### src/rtl/bit_population_counter_sched_if.sv
// Requester, counter-side and result signals of the popcount scheduler.
// master = requesters/counter environment, slave = scheduler.
interface bit_population_counter_sched_if #(
  parameter int NUM_REQ         = 4,
  parameter int WIDTH           = 128,
  parameter int MAX_OUTSTANDING = 16
);
  localparam int CW = $clog2(WIDTH) + 1;
  localparam int OW = $clog2(MAX_OUTSTANDING) + 1;

  logic [NUM_REQ*WIDTH-1:0] req_data_i;
  logic [NUM_REQ-1:0]       req_val_i;
  logic [NUM_REQ-1:0]       req_ready_o;
  logic [WIDTH-1:0]         pc_data_o;
  logic                     pc_data_val_o;
  logic [CW-1:0]            pc_data_i;
  logic                     pc_data_val_i;
  logic [CW-1:0]            res_data_o;
  logic [NUM_REQ-1:0]       res_val_o;
  logic [OW-1:0]            outstanding_o;
  logic                     err_o;

  modport master (
    output req_data_i, req_val_i, pc_data_i, pc_data_val_i,
    input  req_ready_o, pc_data_o, pc_data_val_o, res_data_o, res_val_o,
           outstanding_o, err_o
  );

  modport slave (
    input  req_data_i, req_val_i, pc_data_i, pc_data_val_i,
    output req_ready_o, pc_data_o, pc_data_val_o, res_data_o, res_val_o,
           outstanding_o, err_o
  );
endinterface

### src/rtl/bit_population_counter_sched.sv
// Round-robin scheduler sharing one pipelined popcount unit; optional error flag via BPC_SCHED_ERR_CHECK_EN.
// Latency: 1 cycle grant->counter input, 1 cycle counter output->result. Backpressure: no grants while tag FIFO full.

// Generic synchronous FIFO with first-word fall-through read and registered occupancy.
// Latency: push visible on pop_dat the cycle after; count updates one cycle after push/pop.
// Backpressure: push ignored when full, pop ignored when empty; full uses current count only.
module sync_fifo #(
  parameter int DW    = 4,
  parameter int DEPTH = 16
) (
  input  logic                   clk,
  input  logic                   srst,
  input  logic                   push_vld,
  input  logic [DW-1:0]          push_dat,
  input  logic                   pop_vld,
  output logic [DW-1:0]          pop_dat,
  output logic                   full,
  output logic                   empty,
  output logic [$clog2(DEPTH):0] count
);
  localparam int AW = $clog2(DEPTH);

  logic [DW-1:0] mem [DEPTH];
  logic [AW-1:0] wr_ptr;
  logic [AW-1:0] rd_ptr;
  logic          push_ok;
  logic          pop_ok;

  assign full    = (count == (AW+1)'(DEPTH));
  assign empty   = (count == '0);
  assign push_ok = push_vld & ~full;
  assign pop_ok  = pop_vld & ~empty;
  assign pop_dat = mem[rd_ptr];

  always_ff @(posedge clk) begin
    if (push_ok) mem[wr_ptr] <= push_dat;
  end

  always_ff @(posedge clk) begin
    if (srst) begin
      wr_ptr <= '0;
      rd_ptr <= '0;
      count  <= '0;
    end else begin
      if (push_ok) wr_ptr <= wr_ptr + AW'(1);
      if (pop_ok)  rd_ptr <= rd_ptr + AW'(1);
      case ({push_ok, pop_ok})
        2'b10:   count <= count + (AW+1)'(1);
        2'b01:   count <= count - (AW+1)'(1);
        default: count <= count;
      endcase
    end
  end
endmodule

module bit_population_counter_sched #(
  parameter int NUM_REQ         = 4,
  parameter int WIDTH           = 128,
  parameter int MAX_OUTSTANDING = 16
) (
  input logic clk_i,
  input logic srst_i,
  bit_population_counter_sched_if.slave bus
);
  localparam int PTR_W = $clog2(NUM_REQ);
  localparam int CW    = $clog2(WIDTH) + 1;
  localparam int OW    = $clog2(MAX_OUTSTANDING) + 1;

  logic [PTR_W-1:0]   ptr;
  logic [PTR_W-1:0]   gidx;
  logic [PTR_W:0]     cand;
  logic [NUM_REQ-1:0] grant;
  logic               xfer;
  logic               pop_ok;
  logic [PTR_W-1:0]   tag;
  logic               fifo_full;
  logic               fifo_empty;
  logic [OW-1:0]      fifo_count;
  logic [WIDTH-1:0]   pc_dat_q;
  logic               pc_vld_q;
  logic [CW-1:0]      res_dat_q;
  logic [NUM_REQ-1:0] res_vld_q;

  // First valid requester at or above ptr (with wrap) wins.
  always_comb begin
    grant = '0;
    gidx  = '0;
    cand  = '0;
    if (!srst_i && !fifo_full) begin
      for (int i = 0; i < NUM_REQ; i++) begin
        cand = {1'b0, ptr} + (PTR_W+1)'(i);
        if (cand >= (PTR_W+1)'(NUM_REQ)) cand = cand - (PTR_W+1)'(NUM_REQ);
        if (bus.req_val_i[cand[PTR_W-1:0]] && (grant == '0)) begin
          grant[cand[PTR_W-1:0]] = 1'b1;
          gidx                   = cand[PTR_W-1:0];
        end
      end
    end
  end

  assign xfer   = |grant;
  assign pop_ok = bus.pc_data_val_i & ~fifo_empty;

  sync_fifo #(
    .DW    (PTR_W),
    .DEPTH (MAX_OUTSTANDING)
  ) u_tag_fifo (
    .clk      (clk_i),
    .srst     (srst_i),
    .push_vld (xfer),
    .push_dat (gidx),
    .pop_vld  (bus.pc_data_val_i),
    .pop_dat  (tag),
    .full     (fifo_full),
    .empty    (fifo_empty),
    .count    (fifo_count)
  );

  always_ff @(posedge clk_i) begin
    if (srst_i) begin
      ptr       <= '0;
      pc_dat_q  <= '0;
      pc_vld_q  <= 1'b0;
      res_dat_q <= '0;
      res_vld_q <= '0;
    end else begin
      pc_vld_q <= xfer;
      if (xfer) begin
        pc_dat_q <= bus.req_data_i[gidx*WIDTH +: WIDTH];
        ptr      <= (gidx == PTR_W'(NUM_REQ-1)) ? '0 : gidx + PTR_W'(1);
      end
      res_vld_q <= pop_ok ? (NUM_REQ'(1) << tag) : '0;
      if (pop_ok) res_dat_q <= bus.pc_data_i;
    end
  end

`ifdef BPC_SCHED_ERR_CHECK_EN
  logic err_q;

  // A result with no tag to match, or a push into a full FIFO, means the
  // counter and the scheduler have lost step; hold the flag until reset.
  always_ff @(posedge clk_i) begin
    if (srst_i) begin
      err_q <= 1'b0;
    end else if ((bus.pc_data_val_i & fifo_empty) | (xfer & fifo_full)) begin
      err_q <= 1'b1;
    end
  end

  assign bus.err_o = err_q;
`else
  assign bus.err_o = 1'b0;
`endif

  assign bus.req_ready_o   = grant;
  assign bus.pc_data_o     = pc_dat_q;
  assign bus.pc_data_val_o = pc_vld_q;
  assign bus.res_data_o    = res_dat_q;
  assign bus.res_val_o     = res_vld_q;
  assign bus.outstanding_o = fifo_count;
endmodule

### src/flat_wrapper.sv
// flat-port wrapper written by rule: the top's interface ports become plain ports
module bit_population_counter_sched_flat 
#(
  parameter int NUM_REQ         = 4,
  parameter int WIDTH           = 128,
  parameter int MAX_OUTSTANDING = 16
)
  (clk_i, srst_i, bus_req_data_i, bus_req_val_i, bus_pc_data_i, bus_pc_data_val_i, bus_req_ready_o, bus_pc_data_o, bus_pc_data_val_o, bus_res_data_o, bus_res_val_o, bus_outstanding_o, bus_err_o);
  bit_population_counter_sched_if #(.NUM_REQ(NUM_REQ), .WIDTH(WIDTH), .MAX_OUTSTANDING(MAX_OUTSTANDING)) bus_i ();
  input logic clk_i;
  input logic srst_i;
  input wire logic [$bits(bus_i.req_data_i)-1:0] bus_req_data_i;
  input wire logic [$bits(bus_i.req_val_i)-1:0] bus_req_val_i;
  input wire logic [$bits(bus_i.pc_data_i)-1:0] bus_pc_data_i;
  input wire logic [$bits(bus_i.pc_data_val_i)-1:0] bus_pc_data_val_i;
  output wire logic [$bits(bus_i.req_ready_o)-1:0] bus_req_ready_o;
  output wire logic [$bits(bus_i.pc_data_o)-1:0] bus_pc_data_o;
  output wire logic [$bits(bus_i.pc_data_val_o)-1:0] bus_pc_data_val_o;
  output wire logic [$bits(bus_i.res_data_o)-1:0] bus_res_data_o;
  output wire logic [$bits(bus_i.res_val_o)-1:0] bus_res_val_o;
  output wire logic [$bits(bus_i.outstanding_o)-1:0] bus_outstanding_o;
  output wire logic [$bits(bus_i.err_o)-1:0] bus_err_o;
  assign bus_i.req_data_i = bus_req_data_i;
  assign bus_i.req_val_i = bus_req_val_i;
  assign bus_i.pc_data_i = bus_pc_data_i;
  assign bus_i.pc_data_val_i = bus_pc_data_val_i;
  assign bus_req_ready_o = bus_i.req_ready_o;
  assign bus_pc_data_o = bus_i.pc_data_o;
  assign bus_pc_data_val_o = bus_i.pc_data_val_o;
  assign bus_res_data_o = bus_i.res_data_o;
  assign bus_res_val_o = bus_i.res_val_o;
  assign bus_outstanding_o = bus_i.outstanding_o;
  assign bus_err_o = bus_i.err_o;
  bit_population_counter_sched #(.NUM_REQ(NUM_REQ), .WIDTH(WIDTH), .MAX_OUTSTANDING(MAX_OUTSTANDING)) u_core (.clk_i(clk_i), .srst_i(srst_i), .bus(bus_i));
endmodule
### config.mk
export PLATFORM = sky130hd
export DESIGN_NAME = bit_population_counter_sched_flat
export DESIGN_NICKNAME = d
export VERILOG_FILES = /design/src/rtl/bit_population_counter_sched_if.sv /design/src/rtl/bit_population_counter_sched.sv /design/src/flat_wrapper.sv
export SDC_FILE = /design/constraint.sdc
export NUM_CORES = 1
export LEC_CHECK = 0
export ABC_AREA = 1
export CAP_MARGIN = 15
export CORE_AREA = 2 2 265 267
export CTS_BUF_LIST = sky130_fd_sc_hd__clkbuf_8
export CTS_CLUSTER_DIAMETER = 150
export DETAILED_ROUTE_END_ITERATION = 10
export DIE_AREA = 0 0 267 269
export MAX_ROUTING_LAYER = met4
export PLACE_DENSITY = 0.58
export SETUP_SLACK_MARGIN = 0.4
export SLEW_MARGIN = 5
export SYNTH_ARGS = -nofsm -noshare
export SYNTH_HDL_FRONTEND = slang
export SYNTH_SLANG_ARGS = --single-unit
### constraint.sdc
create_clock -name clk_i -period 6.32 [get_ports clk_i]
set_clock_uncertainty 0.1 [all_clocks]
set_input_delay 0.632 -clock clk_i [delete_from_list [all_inputs] [get_ports clk_i]]
set_output_delay 0.632 -clock clk_i [all_outputs]
set_load 0.05 [all_outputs]
==> impl_metrics.tcl <==
set metrics [dict create \
    final_cell_mix "nand2_1, clkdlybuf4s50_1, nor2_1" \
    rrSetupSlack_ns 1.76 \
    antenna_found_initial 13 \
    cp_common_cell "nand3_1" \
    gp_congestion 0.9030 \
    clk_pin_slew_ns 0.14 \
    cts_max_path_buffers 2 \
    ys_types 36 \
    place_worst_setup_slack_ns 1.863 \
    synthesis.nets 3265 \
    hold_viol 0 \
    coreArea_mm2 0.06930 \
    min_period_over_period 0.7819 \
    async_flop_share 0 \
    io_pins 678 \
    grt-ovfl-total 0 \
    status "completed" \
    die_area_mm2 0.07182 \
    synth_flop_cell "dfxtp_1" \
    synth-edff-count 32 \
    hold_slack_ns 0.3802 \
    cp-start-kind "flop" \
    cap_viol_max_count 0 \
    r2r_start "u_core.ptr[0]" \
    path_class "flop to primary output" \
    worstPathArrival_ns 4.21 \
    cts_sinks 192 \
    fp-row-count 97 \
    synth_warnings 0 \
    min_path_type "flop to flop" \
    n_fill_cell 7781 \
    fp.dieH_um 269 \
    grt_pass1_vias 15880 \
    setup_tns_ns 0 \
    wl_um 64880 \
    required_ns 5.59 \
    synth_area_leader_cell "dfxtp_1" \
    seq_area_mm2 0.004164 \
    hold_depth 2 \
    synth_top_area_frac 0.2143 \
    multi_input_area_mm2 0.007776 \
    fmax_mhz 202.4 \
    cts_buffers 17 \
    critPathMaxFanout 12 \
    tightest_slew_ns 1.187 \
    hold_buffers 0 \
    setup_viol 0 \
    drcViolationCount 0 \
    vias_per_cell 4.132 \
    max_slew_margin 0.2089 \
    final_common_cell "nand2_1" \
    whs_endpoint "u_core.u_tag_fifo.rd_ptr[3]" \
    ys_seq_area_frac 0.2785 \
    cts_setup_buffers 0 \
    crit_start "u_core.ptr[0]" \
    min_period_ns 4.942 \
    r2r_cells 18 \
    syn_to_final_growth_pct 52.42 \
    grt_start_max_net_pins 146 \
    worst_path_max_delay_cell "clkdlybuf4s50_1" \
    start_util 0.2157 \
    io_buffers 676 \
    layout_setup_ws_ns 1.378 \
    fp.dieW_um 267 \
    nets 3817 \
    rsz0062_at_grt "false" \
    drv_slew 0 \
    fin_cells 4239 \
    clockRootBuffer "clkbuf_8" \
    end_kind "primary output" \
    clock_latency_ns 0.58 \
    cts_resized 0 \
    drtIter0Drc 880 \
    avgSynthCellArea_um2 5.496 \
    dp_cells 4193 \
    syn_area_mm2 0.01495 \
    ant_nets 0 \
    critPathMaxStageDelay_ns 0.81 \
    hpwl_um 46470 \
    timing.rr.end "u_core.bus.pc_data_o[9]" \
    worstHoldStart "u_core.u_tag_fifo.rd_ptr[3]" \
    postSynthCellCount 2720 \
    wl_per_cell_um 15.30 \
    grt.total_usage 0.1788 \
    cp_cell_sequence "inv_4 -> ha_1 -> o31ai_1 -> nand3_1 -> nand2_1 -> nor2_1 -> nand3_1 -> nand3_2 -> nor2_4 -> nand2_4 -> nand2_1 -> nand3_1 -> inv_1 -> clkdlybuf4s50_1" \
    dr.pass1.iters 5 \
    dr_total_vias 17520 \
    synth_area_leaders "dfxtp_1, nand2_1, nor2_1" \
    cts_tree "done" \
    grt_pass1_wl_um 94830 \
    drive_above_1_share 0.02618 \
    cts-htree-levels 4 \
    yosys_register_bits 192 \
]
synth_stat cells (2+ instances only):
cell and n:
a211oi_1 2, a21oi_1 19, buf_1 3, buf_2 89
buf_4 18, buf_6 15, clkbuf_1 38, clkinv_1 2
dfxtp_1 160, dlygate4sd1_1 2, edfxtp_1 32, ha_1 17
inv_1 557, inv_2 4, mux2i_1 8, nand2_1 823
nand2_2 10, nand3_1 150, nand3_2 5, nand4_1 130
nor2_1 572, nor2_4 6, o211ai_1 8, o21ai_0 36
xnor2_1 2, xor2_1 2
metal layers:
metal | GRT usage | vias to the layer above | routed length (um)
li1 | - | 9145 | -
met1 | 0.2138 | 7674 | 27890
met2 | 0.2881 | 618 | 30530
met3 | 0.04813 | 80 | 4742
met4 | 0.06468 | 0 | 1715
met5 | - | - | 0
worst max path at each step:
stage / to / slack, ns
4_1_cts: bus_req_ready_o[2] / 1.28
3_5_place_dp: u_core.bus.pc_data_o[104] / 1.86
3_3_place_gp: u_core.bus.pc_data_o[66] / 1.89
2_1_floorplan: u_core.u_tag_fifo.count[4] / 2.40
6_report: bus_req_ready_o[2] / 1.38
5_1_grt: bus_req_ready_o[2] / 0.99
cells by family after synthesis:
logic type | share of synthesized area
compound gates | 0.02528
xor+xnor | 0.002344
fa+ha+maj | 0.01557
buf+inv | 0.2034
flops | 0.2785
mux | 0.005357
other cells | 0.0002508
simple gates | 0.4693
stage by stage:
stage | area [um^2] | utilization
floorplan | 14950 | -
global placement | 22300 | 0.3218
detailed placement | 22300 | 0.3218
CTS | 22750 | 0.3283
global route | 22780 | 0.3288
finish | 22790 | 0.3288
critical path, delay by kind of cell, from the launching register on:
family	cells	cell delay (ns)
buffers and inverters	3	1.07
AO/OA/AOI/OAI	1	0.51
AND/OR/NAND/NOR	9	1.06
flip-flops	1	0.70
adder cells (fa/ha/maj)	1	0.28
flip-flops by register name (all words and copies together) (netlist names), named ones only:
signal	flops
u_core.bus.pc_data_o	128
u_core.bus.pc_data_val_o	1
u_core.bus.res_data_o	8
u_core.bus.res_val_o	4
u_core.ptr	2
u_core.u_tag_fifo.count	5
u_core.u_tag_fifo.mem	32
u_core.u_tag_fifo.rd_ptr	4
u_core.u_tag_fifo.wr_ptr	4
final cells by class:
cell class | instances | area share
multi-input cells | 1799 | 0.3413
diodes | 14 | 0.001538
clock inverters | 15 | 0.009390
inverters | 564 | 0.09346
flip-flops and latches | 192 | 0.1827
clock buffers | 17 | 0.01027
repair buffers | 698 | 0.3097
well taps | 940 | 0.05162
Power is left out: the tool's default activity adds up to more than one toggle a clock period on the data nets, which glitch-free logic cannot reach.
